File: src/rtl/s3g_tx_arbiter_pkg.sv
// Shared definitions for the s3g_tx arbiter: sequencer states, requester
// indices, default limits and the payload length legality check.
package s3g_tx_arbiter_pkg;

  typedef enum logic [2:0] {
    ST_IDLE  = 3'd0,
    ST_START = 3'd1,
    ST_FETCH = 3'd2,
    ST_SEND  = 3'd3,
    ST_FIN   = 3'd4
  } arb_state_t;

  localparam int NUM_REQ = 3;
  localparam int REQ_CMD = 0;
  localparam int REQ_EVT = 1;
  localparam int REQ_TEL = 2;

  localparam int DEF_MAX_LEN      = 64;
  localparam int DEF_STARVE_LIMIT = 4;

  function automatic logic len_ok(input logic [7:0] len, input int max_len);
    return (len != 8'd0) && (int'(len) <= max_len);
  endfunction

endpackage

File: src/rtl/s3g_tx_prio_rr.sv
// Winner selection: command replies first, events and telemetry alternate,
// and a saturating counter forces a low-priority grant after a run of commands.
module s3g_tx_prio_rr
  import s3g_tx_arbiter_pkg::*;
#(
  parameter int STARVE_LIMIT = DEF_STARVE_LIMIT
) (
  input  logic         clk,
  input  logic         rst,
  input  logic [2:0]   i_req,
  input  logic         i_take,
  output logic [2:0]   o_win
);

  localparam int CW = $clog2(STARVE_LIMIT + 2);

  logic [CW-1:0] r_starve_cnt;
  logic          r_rr_tel;
  logic          w_lo_pend;
  logic          w_starved;
  logic [2:0]    w_rr_win;

  always_comb begin
    w_lo_pend = i_req[REQ_EVT] | i_req[REQ_TEL];
    w_starved = (r_starve_cnt == CW'(STARVE_LIMIT));
    w_rr_win  = 3'b000;
    if (i_req[REQ_EVT] && i_req[REQ_TEL]) begin
      w_rr_win = r_rr_tel ? 3'b100 : 3'b010;
    end else if (i_req[REQ_EVT]) begin
      w_rr_win = 3'b010;
    end else if (i_req[REQ_TEL]) begin
      w_rr_win = 3'b100;
    end
    o_win = 3'b000;
    if (i_req[REQ_CMD] && !(w_lo_pend && w_starved)) begin
      o_win = 3'b001;
    end else begin
      o_win = w_rr_win;
    end
  end

  // Only accepted packets move the counter and the pointer; rejected
  // requests leave arbitration history untouched.
  always_ff @(posedge clk) begin
    if (rst) begin
      r_starve_cnt <= '0;
      r_rr_tel     <= 1'b0;
    end else if (i_take) begin
      if (o_win[REQ_CMD]) begin
        if (w_lo_pend && !w_starved) begin
          r_starve_cnt <= r_starve_cnt + CW'(1);
        end
      end else if (o_win[REQ_EVT]) begin
        r_starve_cnt <= '0;
        r_rr_tel     <= 1'b1;
      end else if (o_win[REQ_TEL]) begin
        r_starve_cnt <= '0;
        r_rr_tel     <= 1'b0;
      end
    end
  end

endmodule

File: src/rtl/s3g_tx_arbiter.sv
// Shares one s3g_tx between command, event and telemetry sources, streaming
// the winner's payload byte by byte from its read buffer.
module s3g_tx_arbiter
  import s3g_tx_arbiter_pkg::*;
#(
  parameter int MAX_LEN      = DEF_MAX_LEN,
  parameter int STARVE_LIMIT = DEF_STARVE_LIMIT
) (
  input  logic        clk,
  input  logic        rst,
  input  logic [2:0]  req,
  input  logic [23:0] req_len,
  output logic [7:0]  rd_addr,
  input  logic [23:0] rd_data,
  output logic [2:0]  grant,
  output logic [2:0]  done,
  output logic [2:0]  err,
  output logic        pkt_start,
  output logic [7:0]  pkt_len,
  output logic [7:0]  out_data,
  output logic        out_valid,
  input  logic        out_ready,
  output logic        pkt_last,
  output logic        busy
);

  // out_valid/out_ready: a byte moves on a rising edge where both are high;
  // out_valid never drops and out_data never changes until that edge.

  arb_state_t r_state;
  logic [2:0] r_grant;
  logic [2:0] r_done;
  logic [2:0] r_err;
  logic       r_pkt_start;
  logic [7:0] r_pkt_len;
  logic [7:0] r_addr;
  logic [7:0] r_out_data;
  logic       r_out_valid;
  logic       r_pkt_last;

  logic [2:0] w_win;
  logic       w_take;
  logic       w_take_ok;
  logic [7:0] w_win_len;
  logic [7:0] w_lane_data;
  logic       w_hs;
  logic       w_advance;

  always_comb begin
    w_win_len   = 8'd0;
    w_lane_data = 8'd0;
    for (int i = 0; i < NUM_REQ; i++) begin
      if (w_win[i])   w_win_len   = req_len[8*i +: 8];
      if (r_grant[i]) w_lane_data = rd_data[8*i +: 8];
    end
  end

  assign w_take    = (r_state == ST_IDLE) && (|req);
  assign w_take_ok = w_take && len_ok(w_win_len, MAX_LEN);
  assign w_hs      = (r_state == ST_SEND) && r_out_valid && out_ready;
  assign w_advance = w_hs && !r_pkt_last;

  s3g_tx_prio_rr #(
    .STARVE_LIMIT (STARVE_LIMIT)
  ) u_prio_rr (
    .clk    (clk),
    .rst    (rst),
    .i_req  (req),
    .i_take (w_take_ok),
    .o_win  (w_win)
  );

  always_ff @(posedge clk) begin
    if (rst) begin
      r_state     <= ST_IDLE;
      r_grant     <= 3'b000;
      r_done      <= 3'b000;
      r_err       <= 3'b000;
      r_pkt_start <= 1'b0;
      r_pkt_len   <= 8'd0;
      r_addr      <= 8'd0;
      r_out_data  <= 8'd0;
      r_out_valid <= 1'b0;
      r_pkt_last  <= 1'b0;
    end else begin
      r_pkt_start <= 1'b0;
      r_done      <= 3'b000;
      r_err       <= 3'b000;
      case (r_state)
        ST_IDLE: begin
          if (w_take) begin
            r_state <= ST_START;
            r_addr  <= 8'd0;
            if (w_take_ok) begin
              r_grant     <= w_win;
              r_pkt_start <= 1'b1;
              r_pkt_len   <= w_win_len;
            end else begin
              r_err <= w_win;
            end
          end
        end
        ST_START: begin
          r_state <= (|r_grant) ? ST_FETCH : ST_IDLE;
        end
        ST_FETCH: begin
          r_out_data  <= w_lane_data;
          r_out_valid <= 1'b1;
          r_pkt_last  <= (r_addr == r_pkt_len - 8'd1);
          r_state     <= ST_SEND;
        end
        ST_SEND: begin
          if (w_hs) begin
            r_out_valid <= 1'b0;
            r_pkt_last  <= 1'b0;
            if (r_pkt_last) begin
              r_done  <= r_grant;
              r_grant <= 3'b000;
              r_state <= ST_FIN;
            end else begin
              r_addr  <= r_addr + 8'd1;
              r_state <= ST_FETCH;
            end
          end
        end
        ST_FIN: begin
          r_state <= ST_IDLE;
        end
        default: begin
          r_state <= ST_IDLE;
        end
      endcase
    end
  end

  // The buffers answer one cycle after the address, so the next index is
  // presented during the accepting cycle to have its byte ready in FETCH.
  assign rd_addr   = r_addr + 8'(w_advance);
  assign grant     = r_grant;
  assign done      = r_done;
  assign err       = r_err;
  assign pkt_start = r_pkt_start;
  assign pkt_len   = r_pkt_len;
  assign out_data  = r_out_data;
  assign out_valid = r_out_valid;
  assign pkt_last  = r_pkt_last;
  assign busy      = (r_state != ST_IDLE);

endmodule

File: config.mk
export PLATFORM = sky130hd
export DESIGN_NAME = s3g_tx_arbiter
export DESIGN_NICKNAME = d
export VERILOG_FILES = /design/src/rtl/s3g_tx_arbiter_pkg.sv /design/src/rtl/s3g_tx_prio_rr.sv /design/src/rtl/s3g_tx_arbiter.sv
export SDC_FILE = /design/constraint.sdc
export NUM_CORES = 1
export LEC_CHECK = 0
export ABC_AREA = 1
export CAP_MARGIN = 20
export CORE_ASPECT_RATIO = 0.7
export CORE_MARGIN = 2
export CORE_UTILIZATION = 45
export DETAILED_ROUTE_END_ITERATION = 6
export PLACE_DENSITY_LB_ADDON = 0.15
export SLEW_MARGIN = 15
export SYNTH_ARGS = -nofsm -noshare
export SYNTH_HDL_FRONTEND = slang
export SYNTH_SLANG_ARGS = --single-unit
File: constraint.sdc
create_clock -name clk -period 2.49 [get_ports clk]
set_input_delay 0.249 -clock clk [delete_from_list [all_inputs] [get_ports clk]]
set_output_delay 0.249 -clock clk [all_outputs]
set_load 0.005 [all_outputs]
==> impl_metrics.csv, run 1 <==
group,metric,value,unit
worst_setup_path,cpMaxStageDelayCell,"dfxtp_2",
timing,skew,7.37,ps
run,drv_cap,0,
worst_setup_path,critPathKind,"flop to flop",
power_and_ir_drop,clock_power_share,17.7,%
worst_setup_path,crit_chain,"inv_1, ha_1, nand2_1, inv_2, nand2_4, nand2_8, buf_4, nand3_1, nand2_1, nor2_2, nand2_1, nor2_2, nand2_1, nand2_2, nand3_4, nand2_4, nand3_1, nand2_1, nor2_1",
worst_setup_path,startpoint,"u_prio_rr.r_starve_cnt[0]",
clocking,clkSinkCount,43,
power_and_ir_drop,p_seq_share,37.8,%
status,status,"completed",
worst_setup_path,critPathBufInv,3,
global_routing,grt_usage,22.7,%
finish,nets,551,
timing,hold_violations,0,
detailed_routing,wl_met3,505,µm
clocking,clk_pin_slew_worst_paths,70,ps
detailed_routing,highest-signal-layer,"met4",
clocking,cts_buffer_depth,2,
clocking,insertion_delay,300,ps
power_and_ir_drop,power.total,2.45,mW
die,coreArea,5640,µm²
clocking,cts_max_level,2,
global_routing,grt_overflow,0,
synth,ys_types,35,
timing,slew_viol_final,0,
power_and_ir_drop,switching_share,37.9,%
clocking,postCtsHoldBufs,0,
timing,setup_slack,192,ps
clocking,cts_tree,"yes",
finish,syn_to_final_growth,46.0,%
timing,tns,0,ps
die,die-area,6390,µm²
timing,post-route-min-period,2300,ps
timing,period_share,92.3,%
synth,synthFlopType,"dfxtp_1",
detailed_routing,drt-wirelength-per-cell,12.4,µm
power_and_ir_drop,peakVddDrop,0.347,mV
synth,synth-seq-cells,43,
detailed_routing,vias,2866,
hold_path,hp-class,"flop to flop",
timing,slew_headroom,62.1,%
detailed_routing,viasPerCell,5.05,
synth,yosysMostFrequentCell,"nand2_1",
hold_path,min_from,"u_prio_rr.r_starve_cnt[0]",
detailed_routing,drc,0,
die,num_rows,23,
worst_setup_path,end_kind,"flop",
place,dpl.cell_count,557,
synth,synth_area_leader_cell,"dfxtp_1",
finish,multi_input_area,1530,µm²
finish,final_cells,567,
global_routing,antenna_found_initial,0,
place,port_buffers,90,
synth,netlist.area_leader.share,33.2,%
finish,fillerInstances,515,
detailed_routing,met1_length,3230,µm
power_and_ir_drop,p_comb_share,44.5,%
detailed_routing,drtIter0Drc,121,
detailed_routing,routed_wl,7010,µm
detailed_routing,ant_nets,0,
synth,avgSynthCellArea,6.66,µm²
timing,max_freq,435,MHz
synth,ys_seq_area_share,33.2,%
synth,synth_common_cells,"82 x nand2_1, 43 x dfxtp_1, 43 x inv_1",
worst_setup_path,path_common_cell,"nand2_1",
synth,synth_edf_count,0,
die,io-pin-count,91,
detailed_routing,routed-wl-met2,3150,µm
die,start_util,46.0,%
place,dp_slack,-22.2,ps
timing,whs,478,ps
synth,synthArstFlopShare,0,%
worst_setup_path,timing.rr.start,"u_prio_rr.r_starve_cnt[0]",
place,placed_area,3640,µm²
place,dpl.hpwl,5420,µm
die,die_w,94.7,µm
synth,synth_cells,389,
clocking,numCtsBuffers,5,
worst_setup_path,critical_path_arrival,2480,ps
timing,rsz0062_at_grt,"true",
global_routing,grt_pass1_wl,11300,µm
global_routing,grt_start_max_net_pins,20,
die,die_y,67.5,µm
power_and_ir_drop,power.switching,0.928,mW
timing,setup_viol,0,
timing,tightest_slew,567,ps
worst_setup_path,start_kind,"flop",
power_and_ir_drop,powerDensity,646,nW/µm²
finish,antenna_cells,0,
clocking,root_buffer,"clkbuf_8",
synth,ys_warn_count,0,
finish,stdcell_area,3790,µm²
finish,utilization,67.1,%
synth,syn_nets,449,
worst_setup_path,cp_slowest_stage_delay,350,ps
place,place.gp.congestion,0.827,
finish,layout-drive-gt1-share,11.0,%
worst_setup_path,required,2670,ps
power_and_ir_drop,leakagePower,1.68,nW
worst_setup_path,crit_fanout,10,
worst_setup_path,cp_top_family,"simple AND/OR/NAND/NOR gates",
global_routing,grt_pass1_vias,2584,
synth,synth.cell_area,2590,µm²
finish,register_area,863,µm²
power_and_ir_drop,p_int,1.52,mW
synth,netlist_top_cells_area,"dfxtp_1 33%, nand2_1 12%, a21oi_1 7.5%",
detailed_routing,dr.pass1.iters,4,
[cell families after synthesis]
logic type                 synth area share, %
xor gates and xnor gates                  5.74
AOI/OAI and AO/OA                         14.8
adders and majority gates                 2.90
and+or+nand+nor                           33.7
buffers and inverters                     9.65
DFF                                       33.2
[final timing paths]
check             slack, ps                         to  depth (start not counted)
setup / recovery        190                   grant[2]                         19
hold / removal          480  u_prio_rr.r_starve_cnt[0]                          2
setup reg to reg        190                   grant[2]                         19
hold reg to reg         480  u_prio_rr.r_starve_cnt[0]                          2
[state kept, by name, indices dropped and copies added, names as in the netlist]
register / count
out_valid: 1
r_addr: 8
pkt_start: 1
u_prio_rr.r_rr_tel: 1
out_data: 8
err: 3
pkt_last: 1
grant: 3
done: 3
r_state: 3
u_prio_rr.r_starve_cnt: 3
pkt_len: 8
[area by class of cell]
type	count	area share (%)
Inverter	50	4.96
Clock buffer	7	2.02
Timing Repair Buffer	107	27.3
Sequential cell	43	22.8
Clock inverter	1	0.132
Tap cell	75	2.48
Multi-Input combinational cell	284	40.4
[metal layers]
metal  GRT usage, %  up-vias
li1               -     1470
met1           28.1     1286
met2           38.8       98
met3           5.47       12
met4           8.15        0
met5              0        -
[tightest hold or removal path, cell delays in order, from the launching register on]
cell and delay (ps):
dfxtp_2 340, nand2_1 60, a21oi_1 50
[power by group through the flow]
stage          combinational, mW  sequential [mW]  clock [mW]
2_1_floorplan              0.653            0.882           0
5_1_grt                     1.21            0.943       0.469
3_3_place_gp                1.05            0.932           0
3_5_place_dp                1.07            0.937           0
4_1_cts                     1.08            0.924       0.437
6_report                    1.09            0.925       0.432
[layout by cell type (no fill, tap or decap), drive strengths merged]
cell type,Yosys,routed
nor2,47,47
o21ai,26,26
o41ai,1,1
clkinv,2,3
o31ai,1,1
ha,6,6
a21o,1,1
or3,1,1
inv,48,48
a21oi,39,39
dlygate4sd2,0,1
nand2b,1,1
nor4b,1,1
a31oi,3,3
a211oi,1,1
xor2,9,9
clkbuf,8,8
nor3,8,8
xnor2,8,8
a311oi,1,1
clkdlybuf4s50,0,84
or2,1,1
nand2,88,88
nand4,5,5
nor4,1,1
dlymetal6s2s,0,4
dfxtp,43,43
nand3,35,35
buf,4,17
[timing repair]
item,CTS,global route
resized for setup,8,12
setup endpoints to repair,5,17
buffers inserted,1,1
cloned,0,0
pin swaps,1,1
Note: power is estimated with default switching activity, not from simulation.
==> run 2, diff against run 1 <==
- CTS_CLUSTER_DIAMETER: unset -> 50
==> results of run 2 <==
Final layout, timing and power as in run 1 (identical DEF).
